File: config.mk
export PLATFORM = sky130hd
export DESIGN_NAME = rom_arbiter
export DESIGN_NICKNAME = d
export VERILOG_FILES = /design/src/rtl/rom_arbiter.sv
export SDC_FILE = /design/constraint.sdc
export NUM_CORES = 1
export LEC_CHECK = 0
export BUFFER_PORTS_ARGS = -buffer_cell sky130_fd_sc_hd__buf_2
export CAP_MARGIN = 30
export CELL_PAD_IN_SITES_DETAIL_PLACEMENT = 1
export CELL_PAD_IN_SITES_GLOBAL_PLACEMENT = 1
export CORE_ASPECT_RATIO = 1.75
export CORE_UTILIZATION = 33
export CTS_CLUSTER_DIAMETER = 30
export DETAILED_ROUTE_END_ITERATION = 12
export GPL_ROUTABILITY_DRIVEN = 0
export GPL_TIMING_DRIVEN = 1
export PLACE_DENSITY = 0.92
export SLEW_MARGIN = 10
export SYNTH_ARGS = -nofsm -noshare
export SYNTH_HDL_FRONTEND = slang
export SYNTH_SLANG_ARGS = --single-unit
File: constraint.sdc
create_clock -name clk -period 3.6 [get_ports clk]
set_clock_uncertainty 0.1 [all_clocks]
set_input_delay 0.18 -clock clk [delete_from_list [all_inputs] [get_ports clk]]
set_output_delay 0.18 -clock clk [all_outputs]
set_load 0.1 [all_outputs]
File: src/rtl/rom_arbiter.sv
// Two-port round-robin arbiter in front of a single asynchronous-read ROM.
// Each port gets a one-deep response register returned over valid/ready.
module rom_arbiter #(
  parameter int ADDRESS_WIDTH = 8,
  parameter int DATA_WIDTH    = 8
) (
  input  logic                     clk,
  input  logic                     rst_n,
  input  logic                     req0_valid,
  input  logic [ADDRESS_WIDTH-1:0] req0_addr,
  output logic                     req0_ready,
  output logic                     rsp0_valid,
  output logic [DATA_WIDTH-1:0]    rsp0_data,
  input  logic                     rsp0_ready,
  input  logic                     req1_valid,
  input  logic [ADDRESS_WIDTH-1:0] req1_addr,
  output logic                     req1_ready,
  output logic                     rsp1_valid,
  output logic [DATA_WIDTH-1:0]    rsp1_data,
  input  logic                     rsp1_ready,
  output logic [ADDRESS_WIDTH-1:0] rom_a,
  input  logic [DATA_WIDTH-1:0]    rom_rd
);

  logic                  prio_q, prio_d;
  logic                  rsp0_valid_q, rsp0_valid_d;
  logic                  rsp1_valid_q, rsp1_valid_d;
  logic [DATA_WIDTH-1:0] rsp0_data_q, rsp0_data_d;
  logic [DATA_WIDTH-1:0] rsp1_data_q, rsp1_data_d;

  logic slot0_free, slot1_free;
  logic cand0, cand1;
  logic gnt0, gnt1;

  // A slot that is draining this cycle can be refilled on the same edge.
  always_comb begin
    slot0_free = !rsp0_valid_q || rsp0_ready;
    slot1_free = !rsp1_valid_q || rsp1_ready;
    cand0      = rst_n && req0_valid && slot0_free;
    cand1      = rst_n && req1_valid && slot1_free;
    gnt0       = cand0 && (!prio_q || !cand1);
    gnt1       = cand1 && !gnt0;
  end

  always_comb begin
    req0_ready = gnt0;
    req1_ready = gnt1;
    rom_a      = gnt1 ? req1_addr : req0_addr;
  end

  always_comb begin
    prio_d       = prio_q;
    rsp0_valid_d = rsp0_valid_q;
    rsp1_valid_d = rsp1_valid_q;
    rsp0_data_d  = rsp0_data_q;
    rsp1_data_d  = rsp1_data_q;

    if (gnt0) begin
      rsp0_valid_d = 1'b1;
      rsp0_data_d  = rom_rd;
      prio_d       = 1'b1;
    end else if (rsp0_ready) begin
      rsp0_valid_d = 1'b0;
    end

    if (gnt1) begin
      rsp1_valid_d = 1'b1;
      rsp1_data_d  = rom_rd;
      prio_d       = 1'b0;
    end else if (rsp1_ready) begin
      rsp1_valid_d = 1'b0;
    end
  end

  always_ff @(posedge clk or negedge rst_n) begin
    if (!rst_n) begin
      prio_q       <= 1'b0;
      rsp0_valid_q <= 1'b0;
      rsp1_valid_q <= 1'b0;
      rsp0_data_q  <= '0;
      rsp1_data_q  <= '0;
    end else begin
      prio_q       <= prio_d;
      rsp0_valid_q <= rsp0_valid_d;
      rsp1_valid_q <= rsp1_valid_d;
      rsp0_data_q  <= rsp0_data_d;
      rsp1_data_q  <= rsp1_data_d;
    end
  end

  assign rsp0_valid = rsp0_valid_q;
  assign rsp1_valid = rsp1_valid_q;
  assign rsp0_data  = rsp0_data_q;
  assign rsp1_data  = rsp1_data_q;

endmodule

==> results of run 1 <==
## path summary, 6_finish.rpt
| check | start | endpoint | depth (start not counted) |
|---|---|---|---|
| max | rst_n | rom_a[1] | 7 |
| min in group asynchronous | rst_n | rsp0_data[1]$_DFFE_PN0P_ | 2 |
| max in group asynchronous | rst_n | rsp0_data[0]$_DFFE_PN0P_ | 2 |
| max reg2reg | rsp1_valid$_DFFE_PN0P_ | rsp1_data[5]$_DFFE_PN0P_ | 4 |
| min reg2reg | rsp0_data[7]$_DFFE_PN0P_ | rsp0_data[7]$_DFFE_PN0P_ | 1 |
| min | rom_rd[4] | rsp0_data[4]$_DFFE_PN0P_ | 2 |
## worst max-delay path: stages
cell and delay (ps):
dlygate4sd3_1 520, buf_2 380, nand2_1 190, a211oi_4 520, buf_8 230, mux2_4 300, buf_2 290
## state kept, by name, indices dropped and copies added, names as in the netlist
signal,flops
rsp1_valid,1
prio_q,1
rsp0_valid,1
rsp1_data,8
rsp0_data,8
## synth_stat cells
master	instances	area, um^2
or2_2	1	6.260
inv_1	1	3.750
a211oi_4	1	20.02
mux2_2	16	180.2
and2_2	1	7.510
buf_12	1	20.02
o21ai_0	2	10.01
dfrtp_1	19	475.5
mux2_4	8	120.1
nand2b_4	1	13.76
nor2b_2	1	8.760
o211ai_2	1	12.51
nand2_1	4	15.01
and2b_4	1	10.01
## layout by cell type, fill, tap and decap left out
cell type      netlist  final
o21ai_0              2      2
inv_1                1      1
or2_2                1      1
clkbuf_1             0      1
dfrtp_1             19     19
nand2b_4             1      1
o211ai_2             1      1
buf_8                0      1
mux2_2              16     16
nor2b_2              1      1
buf_2                0     57
nand2_1              4      4
and2_2               1      1
a211oi_4             1      1
dlygate4sd3_1        0      1
clkbuf_8             0      3
and2b_4              1      1
mux2_4               8      8
## power by group through the flow
| stage | clock (mW) | combinational, mW | sequential [mW] |
|---|---|---|---|
| CTS | 0.150 | 0.677 | 0.303 |
| floorplan | 0 | 0.172 | 0.702 |
| detailed placement | 0 | 0.676 | 0.306 |
| finish | 0.144 | 0.675 | 0.303 |
| global placement | 0 | 0.664 | 0.303 |
| global route | 0.163 | 0.693 | 0.311 |
## metrics by stage
stage,power (mW),instance area [um^2],util [%]
after floorplan,0.8746,903.4,-
after global placement,0.9673,1201,47.06
after detailed placement,0.9819,1201,47.06
after CTS,1.129,1256,49.22
after global routing,1.166,1271,49.80
final,1.122,1271,49.80
## layer usage
| layer | global-route usage, % | vias to the layer above | part of all wire (%) | wire (um) |
|---|---|---|---|---|
| li1 | - | 326 | - | - |
| met1 | 15.89 | 345 | 32 | 710 |
| met2 | 29.34 | 44 | 59 | 1301 |
| met3 | 4.030 | 4 | 7.1 | 157 |
| met4 | 7.527 | 0 | 1.9 | 43 |
| met5 | 0 | - | 0 | 0 |
## cell type report
| class | instances | area [um^2] | area share [%] |
|---|---|---|---|
| flip-flops and latches | 19 | 475.5 | 37.40 |
| inverters | 1 | 3.754 | 0.2953 |
| repair buffers | 59 | 310.3 | 24.41 |
| clock buffers | 4 | 45.04 | 3.543 |
| multi-input cells | 37 | 404.1 | 31.79 |
| well taps | 26 | 32.53 | 2.559 |
## cells by family (layout without fill, tap and decap cells)
group	after synthesis	in the layout	share of synthesized area, %
and+or+nand+nor	9	9	6.787
buffers and inverters	2	64	2.631
DFF	19	19	52.63
muxes	24	24	33.24
AOI/OAI and AO/OA	4	4	4.709
==> results.md, run 1 <==
* Outcome: finished, final reports clean
* CTS resizes at 0
* Critical path data required time at 3320 ps
* Slew Limit Fails at 0
* R2R setup slack at 1790 ps
* WHS at 67.40 ps
* Worst skew pair latency at 250 ps
* Critical path type: in2out
* Post-Place Worst Slack at 932.6 ps
* Filler instances at 276
* Detailed-route via count at 719
* RSZ-0062 raised after global routing: no
* Crit Path Max Fanout at 21
* Hold Crit Class: in2reg
* Worst ir drop on vdd at 427.0 uV
* Antenna diodes at 0
* Post-DP HPWL at 1.760 mm
* Pint at 469.4 uW
* Yosys warnings at 0
* First-pass GRT wire length at 3.574 mm
* Max clock buf depth at 2
* Initial antenna violation count at 0
* Logic gate share of total power at 60.2%
* Net Sw Frac at 58.16%
* DRT Wirelength at 2.213 mm
* Worst Tran Pin Value at 585.0 ps
* Mapped cell area at 903.4 um^2
* CTS tree: done
* Routed length per instance at 15.16 um
* Flop pwr share at 27.0%
* Post-CTS Repair Setup Buffers at 0
* Total gr overflow at 0
* Starting DRT DRC Count at 1
* # DRC at 0
* PortBufs at 57
* Clock Power Share at 12.8%
* Core Region at 2552 um^2
* Fmax at 0.3447 GHz
* CTS Buf Count at 3
* Slew HR at 60.88%
* Detail Route Antenna Nets at 0
* NetSw at 652.5 uW
* Mean post-synth cell area at 15.58 um^2
* Die Width at 41.55 um
* Lkg Pwr at 0.6603 nW
* PD cells at 882.6 nW/um^2
* Final WS setup at 698.5 ps
* Largest net degree at the start of global routing at 22
* Vias/cell at 4.925
* Fraction of layout cells with a size suffix above 1 at 76.67%
* Final net count at 151
* Tcrit/Tclk final at 80.60%
* Gate Count Post-Synth at 58
* Cell row count at 24
* Htree depth at 1
* Fin. Hold Viols at 0
* Yosys cell types at 14
* Die footprint at 2959 um^2
* Final setup violation count at 0
* Max-Cap Viols at 0
* Drt first pass iters at 2
* Layout Cells excl Fill at 146
* Crit path time final at 2901 ps
* Tot GR Track Use at 15.80%
* Arrival time at the worst endpoint at 2620 ps
* Final setup TNS at 0 ps
* Post-synthesis sequential area ratio at 52.63%
* # clock sinks at 19
* Vias in the first global route at 765
* Initial cell density of the core at 35.39%
* Ports at 58
* Synth Net Count at 88
* Die height at 71.22 um
* Worst-path clk slew at 60 ps
* Clock root buffer: clkbuf_8
* Worst setup SP type: input port
* CTS Hold Bufs at 1
* Crit. End Element: primary output
* Synth Register Bits at 19
* Dpl cells at 140
* P&R area growth vs syn at 40.72%
No activity file was read; power rests on OpenSTA's default activity.
==> run 2: changes to the inputs <==
--- a/config.mk
+++ b/config.mk
@@ -10,12 +10,12 @@
 export CELL_PAD_IN_SITES_DETAIL_PLACEMENT = 1
 export CELL_PAD_IN_SITES_GLOBAL_PLACEMENT = 1
 export CORE_ASPECT_RATIO = 1.75
-export CORE_UTILIZATION = 33
+export CORE_UTILIZATION = 31
 export CTS_CLUSTER_DIAMETER = 30
 export DETAILED_ROUTE_END_ITERATION = 12
 export GPL_ROUTABILITY_DRIVEN = 0
 export GPL_TIMING_DRIVEN = 1
-export PLACE_DENSITY = 0.92
+export PLACE_DENSITY = 0.88
 export SLEW_MARGIN = 10
 export SYNTH_ARGS = -nofsm -noshare
 export SYNTH_HDL_FRONTEND = slang
==> constraint.sdc (replaced) <==
create_clock -name clk -period 2.7 [get_ports clk]
set_clock_uncertainty 0.1 [all_clocks]
set_input_delay 0.135 -clock clk [delete_from_list [all_inputs] [get_ports clk]]
set_output_delay 0.135 -clock clk [all_outputs]
set_load 0.1 [all_outputs]
==> results.md, run 2 (synthesis results as in run 1) <==
* P&R area growth vs syn at 54.16% (was 40.72%)
* Fmax at 0.4138 GHz
* Detail Route Antenna Nets at 0 (unchanged)
* Die Width at 42.81 um (was 41.55 um)
* Max-Cap Viols at 0 (unchanged)
* Initial cell density of the core at 33.20% (was 35.39%)
* Post-DP HPWL at 1.921 mm (was 1.760 mm)
* Critical path type: in2out (unchanged)
* Die height at 73.41 um (was 71.22 um)
* Clock root buffer: clkbuf_8 (unchanged)
* Crit path buf inv count at 3 (was 4)
* Worst path most repeated cell: buf_2 (unchanged)
* Initial antenna violation count at 0 (unchanged)
* DRT Wirelength at 2.383 mm (was 2.213 mm)
* CTS tree: done (unchanged)
* Layout Cells excl Fill at 148 (was 146)
* Max clock buf depth at 2 (unchanged)
* Worst-path cell chain: dlygate4sd3_1 > buf_2 > nand2_1 > a211oi_4 > buf_2 (was dlygate4sd3_1 > buf_2 > nand2_1 > a211oi_4 > buf_8 > mux2_4 > buf_2)
* Cell row count at 25 (was 24)
* Clock Power Share at 12.4% (was 12.8%)
* Logic gate share of total power at 61.3% (was 60.2%)
* Post-CTS Repair Setup Buffers at 0 (unchanged)
* Lkg Pwr at 0.7068 nW (was 0.6603 nW)
* Pint at 659.8 uW (was 469.4 uW)
* Worst-path cell with the longest stage delay: a211oi_4 (was dlygate4sd3_1)
* Hold Crit Class: in2reg (unchanged)
* Slew HR at 43.05% (was 60.88%)
* Htree depth at 1 (unchanged)
* Core Region at 2721 um^2 (was 2552 um^2)
* CTS resizes at 0 (unchanged)
* Crit-path max cell delay at 740 ps (was 520 ps)
* Starting DRT DRC Count at 7 (was 1)
* Arrival time at the worst endpoint at 2180 ps (was 2620 ps)
* RSZ-0062 raised after global routing: no (unchanged)
* Ports at 58 (unchanged)
* NetSw at 878.7 uW (was 652.5 uW)
* Filler instances at 281 (was 276)
* Pwr Total at 1.539 mW (was 1.122 mW)
* Largest net degree at the start of global routing at 21 (was 22)
* Final net count at 152 (was 151)
* Vias in the first global route at 807 (was 765)
* Fin. Hold Viols at 0 (unchanged)
* Crit path time final at 2417 ps
* Net Sw Frac at 57.11% (was 58.16%)
* # DRC at 0 (unchanged)
* Total gr overflow at 0 (unchanged)
* Slew Limit Fails at 0 (unchanged)
* Tcrit/Tclk final at 89.51%
* Worst Tran Pin Value at 851.5 ps (was 585.0 ps)
* CTS Buf Count at 3 (unchanged)
* Delay-heaviest family, CP: buffers and inverters (unchanged)
* Flop pwr share at 26.2% (was 27.0%)
* Outcome: finished, final reports clean (unchanged)
* Routed length per instance at 16.10 um (was 15.16 um)
* Critical path data required time at 2470 ps (was 3320 ps)
* Tot GR Track Use at 16.62% (was 15.80%)
* Crit. End Element: primary output (unchanged)
* Worst-path clk slew at 70 ps (was 60 ps)
* Commonest non-fill, non-tap cell in the layout: buf_2 (unchanged)
* First-pass GRT wire length at 3.843 mm (was 3.574 mm)
* Worst setup SP type: input port (unchanged)
* # clock sinks at 19 (unchanged)
* Worst ir drop on vdd at 692.6 uV (was 427.0 uV)
* PD cells at 1105 nW/um^2 (was 882.6 nW/um^2)
* Vias/cell at 4.953 (was 4.925)
* PortBufs at 57 (unchanged)
* Detailed-route via count at 733 (was 719)
* Final setup violation count at 0 (unchanged)
* Dpl cells at 143 (was 140)
* Crit Path Max Fanout at 14 (was 21)
* Commonest cells after routing, fill and taps aside: buf_2 (49), dfrtp_1 (19), mux2_2 (16) (was buf_2 (57), dfrtp_1 (19), mux2_2 (16))
* Die footprint at 3142 um^2 (was 2959 um^2)
* Drt first pass iters at 2 (unchanged)
* Worst skew pair latency at 250 ps (about the same)
* Fraction of layout cells with a size suffix above 1 at 76.86% (was 76.67%)
* Antenna diodes at 0 (unchanged)
* Final setup TNS at 0 ps (unchanged)
## run 2: cell types whose count changed in the layout (fill, tap and decap cells not counted)
cell    before  now
buf_4        0    2
buf_8        1    0
buf_12       0    8
buf_2       57   49
## run 2: path summary, 6_finish.rpt
check,from,depth (start not counted),to,slack [ps]
setup / recovery,rst_n,5,req1_ready,280
hold / removal,rom_rd[6],2,rsp1_data[6]$_DFFE_PN0P_,30
setup reg to reg,rsp1_valid$_DFFE_PN0P_,4,rsp1_data[7]$_DFFE_PN0P_,630
hold reg to reg,rsp1_data[2]$_DFFE_PN0P_,1,rsp1_data[2]$_DFFE_PN0P_,410
max in group asynchronous,rst_n,3,rsp0_data[4]$_DFFE_PN0P_,1990
min in group asynchronous,rst_n,3,rsp1_valid$_DFFE_PN0P_,310
## run 2: final cells by class
| type | count | area (um^2) | share of cell area, % |
|---|---|---|---|
| sequential | 19 | 475.5 | 34.14 |
| timing repair buffer | 60 | 430.4 | 30.91 |
| multi-input combinational | 37 | 404.1 | 29.02 |
| clock buffer | 4 | 45.04 | 3.234 |
| tap | 27 | 33.78 | 2.426 |
| inverter | 1 | 3.754 | 0.2695 |
## run 2: repair_timing
| action | CTS | global route |
|---|---|---|
| endpoints found under the setup margin | 0 | 0 |
| hold buffers | 1 | 0 |
| endpoints found under the hold margin | 19 | 0 |
## run 2: worst register-to-register path: stages, from the launching register on
cell	delay, ps
dfrtp_1	380
and2b_4	190
a211oi_4	680
buf_4	280
mux2_2	340
## run 2: per-stage QoR
step	setup WS, ps	instance area, um^2	utilization (%)	hold WS (ps)
2_1_floorplan	200.5	903.4	-	-260.6
3_3_place_gp	725.4	1338	49.15	46.26
3_5_place_dp	609.0	1338	49.15	52.79
4_1_cts	254.1	1393	51.17	25.60
5_1_grt	200.3	1393	51.17	28.51
6_report	283.3	1393	51.17	28.06
## run 2: per-layer routing
metal / vias to the layer above / GRT usage [%] / wire length [um]
met5: - / 0 / 0
li1: 327 / - / -
met1: 355 / 17.30 / 737
met2: 45 / 30.47 / 1400
met4: 0 / 7.292 / 48
met3: 6 / 4.177 / 196
## run 2: power groups by stage
stage / Combinational [mW] / Sequential (mW) / Clock [mW]
2_1_floorplan: 0.230 / 0.936 / 0
6_report: 0.944 / 0.404 / 0.191
4_1_cts: 0.949 / 0.406 / 0.196
5_1_grt: 0.968 / 0.416 / 0.213
3_5_place_dp: 0.946 / 0.409 / 0
3_3_place_gp: 0.933 / 0.403 / 0
==> run 3: changes to the inputs <==
--- a/config.mk
+++ b/config.mk
@@ -10,12 +10,12 @@
 export CELL_PAD_IN_SITES_DETAIL_PLACEMENT = 1
 export CELL_PAD_IN_SITES_GLOBAL_PLACEMENT = 1
 export CORE_ASPECT_RATIO = 1.75
-export CORE_UTILIZATION = 31
+export CORE_UTILIZATION = 33
 export CTS_CLUSTER_DIAMETER = 30
 export DETAILED_ROUTE_END_ITERATION = 12
 export GPL_ROUTABILITY_DRIVEN = 0
 export GPL_TIMING_DRIVEN = 1
-export PLACE_DENSITY = 0.88
+export PLACE_DENSITY = 0.92
 export SLEW_MARGIN = 10
 export SYNTH_ARGS = -nofsm -noshare
 export SYNTH_HDL_FRONTEND = slang
==> constraint.sdc (replaced) <==
create_clock -name clk -period 3.05 [get_ports clk]
set_clock_uncertainty 0.1 [all_clocks]
set_input_delay 0.1525 -clock clk [delete_from_list [all_inputs] [get_ports clk]]
set_output_delay 0.1525 -clock clk [all_outputs]
set_load 0.1 [all_outputs]
==> results.md, run 3 (synthesis results as in run 1) <==
* Htree depth at 1 (unchanged)
* Worst ir drop on vdd at 478.9 uV (was 692.6 uV)
* Worst path most repeated cell: buf_2 (unchanged)
* Commonest cells after routing, fill and taps aside: buf_2 (57), dfrtp_1 (19), mux2_2 (16) (was buf_2 (49), dfrtp_1 (19), mux2_2 (16))
* Slew HR at 59.67% (was 43.05%)
* Final core occ at 49.85% (was 51.17%)
* Worst-path clk slew at 70 ps (about the same)
* Delay-heaviest family, CP: buffers and inverters (unchanged)
* Largest net degree at the start of global routing at 21 (unchanged)
* Pwr Total at 1.325 mW (was 1.539 mW)
* Starting DRT DRC Count at 19 (was 7)
* Final setup TNS at 0 ps (unchanged)
* Final net count at 152 (unchanged)
* Detailed-route via count at 733 (unchanged)
* Final setup violation count at 0 (unchanged)
* Hold Crit Class: in2reg (unchanged)
* Filler instances at 273 (was 281)
* Lkg Pwr at 0.6658 nW (was 0.7068 nW)
* Worst skew pair latency at 260 ps (was 250 ps)
* # clock sinks at 19 (unchanged)
* Total gr overflow at 0 (unchanged)
* PortBufs at 57 (unchanged)
* Crit Path Max Fanout at 14 (unchanged)
* Worst Tran Pin Value at 603.1 ps (was 851.5 ps)
* CTS tree: done (unchanged)
* Initial cell density of the core at 35.39% (was 33.20%)
* Routed length per instance at 14.99 um (was 16.10 um)
* Fin. Hold Viols at 0 (unchanged)
* Initial antenna violation count at 0 (unchanged)
* Vias/cell at 4.986 (was 4.953)
* Worst-path cell chain: dlygate4sd3_1 > buf_2 > nand2_1 > a211oi_4 > buf_4 > mux2_4 > buf_2 (was dlygate4sd3_1 > buf_2 > nand2_1 > a211oi_4 > buf_2)
* Fmax at 0.4144 GHz
* Drt first pass iters at 4 (was 2)
* Arrival time at the worst endpoint at 2160 ps (was 2180 ps)
* Detail Route Antenna Nets at 0 (unchanged)
* Post-CTS Repair Setup Buffers at 0 (unchanged)
* First-pass GRT wire length at 3.560 mm (was 3.843 mm)
* Worst setup SP type: input port (unchanged)
* Commonest non-fill, non-tap cell in the layout: buf_2 (unchanged)
* P&R area growth vs syn at 40.86% (was 54.16%)
* Fraction of layout cells with a size suffix above 1 at 77.69% (was 76.86%)
* Slew Limit Fails at 0 (unchanged)
* Critical path data required time at 2800 ps (was 2470 ps)
* PD cells at 1042 nW/um^2 (was 1105 nW/um^2)
* # DRC at 0 (unchanged)
* Ports at 58 (unchanged)
* Tcrit/Tclk final at 79.11%
* Critical path type: in2out (unchanged)
* Core Region at 2552 um^2 (was 2721 um^2)
* Clock root buffer: clkbuf_8 (unchanged)
* DRT Wirelength at 2.203 mm (was 2.383 mm)
* Tot GR Track Use at 16.46% (was 16.62%)
* Crit path time final at 2413 ps
* Worst-path cell with the longest stage delay: dlygate4sd3_1 (was a211oi_4)
* Post-DP HPWL at 1.771 mm (was 1.921 mm)
* Vias in the first global route at 738 (was 807)
* Crit-path max cell delay at 560 ps (was 740 ps)
* RSZ-0062 raised after global routing: no (unchanged)
* Die Width at 41.55 um (was 42.81 um)
* Crit. End Element: primary output (unchanged)
* CTS Buf Count at 3 (unchanged)
* Max-Cap Viols at 0 (unchanged)
* Outcome: finished, final reports clean (unchanged)
* Die footprint at 2959 um^2 (was 3142 um^2)
* Antenna diodes at 0 (unchanged)
* Cell row count at 24 (was 25)
* Die height at 71.22 um (was 73.41 um)
* Crit path buf inv count at 4 (was 3)
* Max clock buf depth at 2 (unchanged)
[run 3: cell types whose count changed in the layout (fill, tap and decap cells not counted)]
cell	delta
buf_2	+8
clkinv_2	+1
clkbuf_1	-1
buf_12	-8
[run 3: path summary, 6_finish.rpt]
kind                                               start                       end  slack (ps)  cells past startpoint
worst max register to register    rsp1_valid$_DFFE_PN0P_  rsp1_data[2]$_DFFE_PN0P_        1340                      4
worst min register to register  rsp0_data[3]$_DFFE_PN0P_  rsp0_data[3]$_DFFE_PN0P_         400                      1
max in group asynchronous                          rst_n    rsp0_valid$_DFFE_PN0P_        2290                      3
worst min-delay path                           rom_rd[7]  rsp0_data[7]$_DFFE_PN0P_          40                      2
worst max-delay path                               rst_n                  rom_a[1]         640                      7
min in group asynchronous                          rst_n  rsp1_data[1]$_DFFE_PN0P_         350                      3
[run 3: worst reg2reg max path, stage by stage, from the launching register on]
cell and delay [ps]:
dfrtp_1 380, and2b_4 190, a211oi_4 250, buf_4 310, mux2_2 370
[run 3: metal layers]
| metal | routed length [um] | vias up | GRT usage (%) |
|---|---|---|---|
| met5 | 0 | - | 0 |
| met4 | 60 | 0 | 11.83 |
| met3 | 161 | 4 | 3.778 |
| met2 | 1295 | 43 | 31.25 |
| met1 | 686 | 358 | 14.33 |
| li1 | - | 328 | - |
[run 3: where the power goes]
| part | total, mW | internal (mW) | switching (mW) |
|---|---|---|---|
| Clock | 0.174 | 0.0909 | 0.0835 |
| Combinational | 0.794 | 0.141 | 0.653 |
| Sequential | 0.357 | 0.319 | 0.0376 |
| Total | 1.33 | 0.551 | 0.774 |
[run 3: cell type report]
cell class	instances	area (um^2)	area share, %
Sequential cell	19	475.5	37.36
Multi-Input combinational cell	37	404.1	31.76
Timing Repair Buffer	60	310.3	24.39
Clock buffer	3	41.29	3.245
Tap cell	26	32.53	2.557
Clock inverter	1	5.005	0.3933
Inverter	1	3.754	0.2950
[run 3: repair_timing]
action / in CTS / in global routing
hold buffers: 1 / 0
hold endpoints to repair: 19 / 0
gates resized for setup: 0 / 0
[run 3: stage by stage]
| step | instance area (um^2) | setup slack (ps) | hold slack (ps) | cells |
|---|---|---|---|---|
| final | 1272 | 637.1 | 35.62 | 147 |
| after global routing | 1272 | 559.5 | 41.52 | 147 |
| after CTS | 1272 | 640.2 | 32.22 | 147 |
| after detailed placement | 1216 | 1076 | 46.67 | 142 |
| after global placement | 1216 | 1126 | 38.95 | 142 |
| after floorplan | 903.4 | 533.0 | -243.1 | 58 |
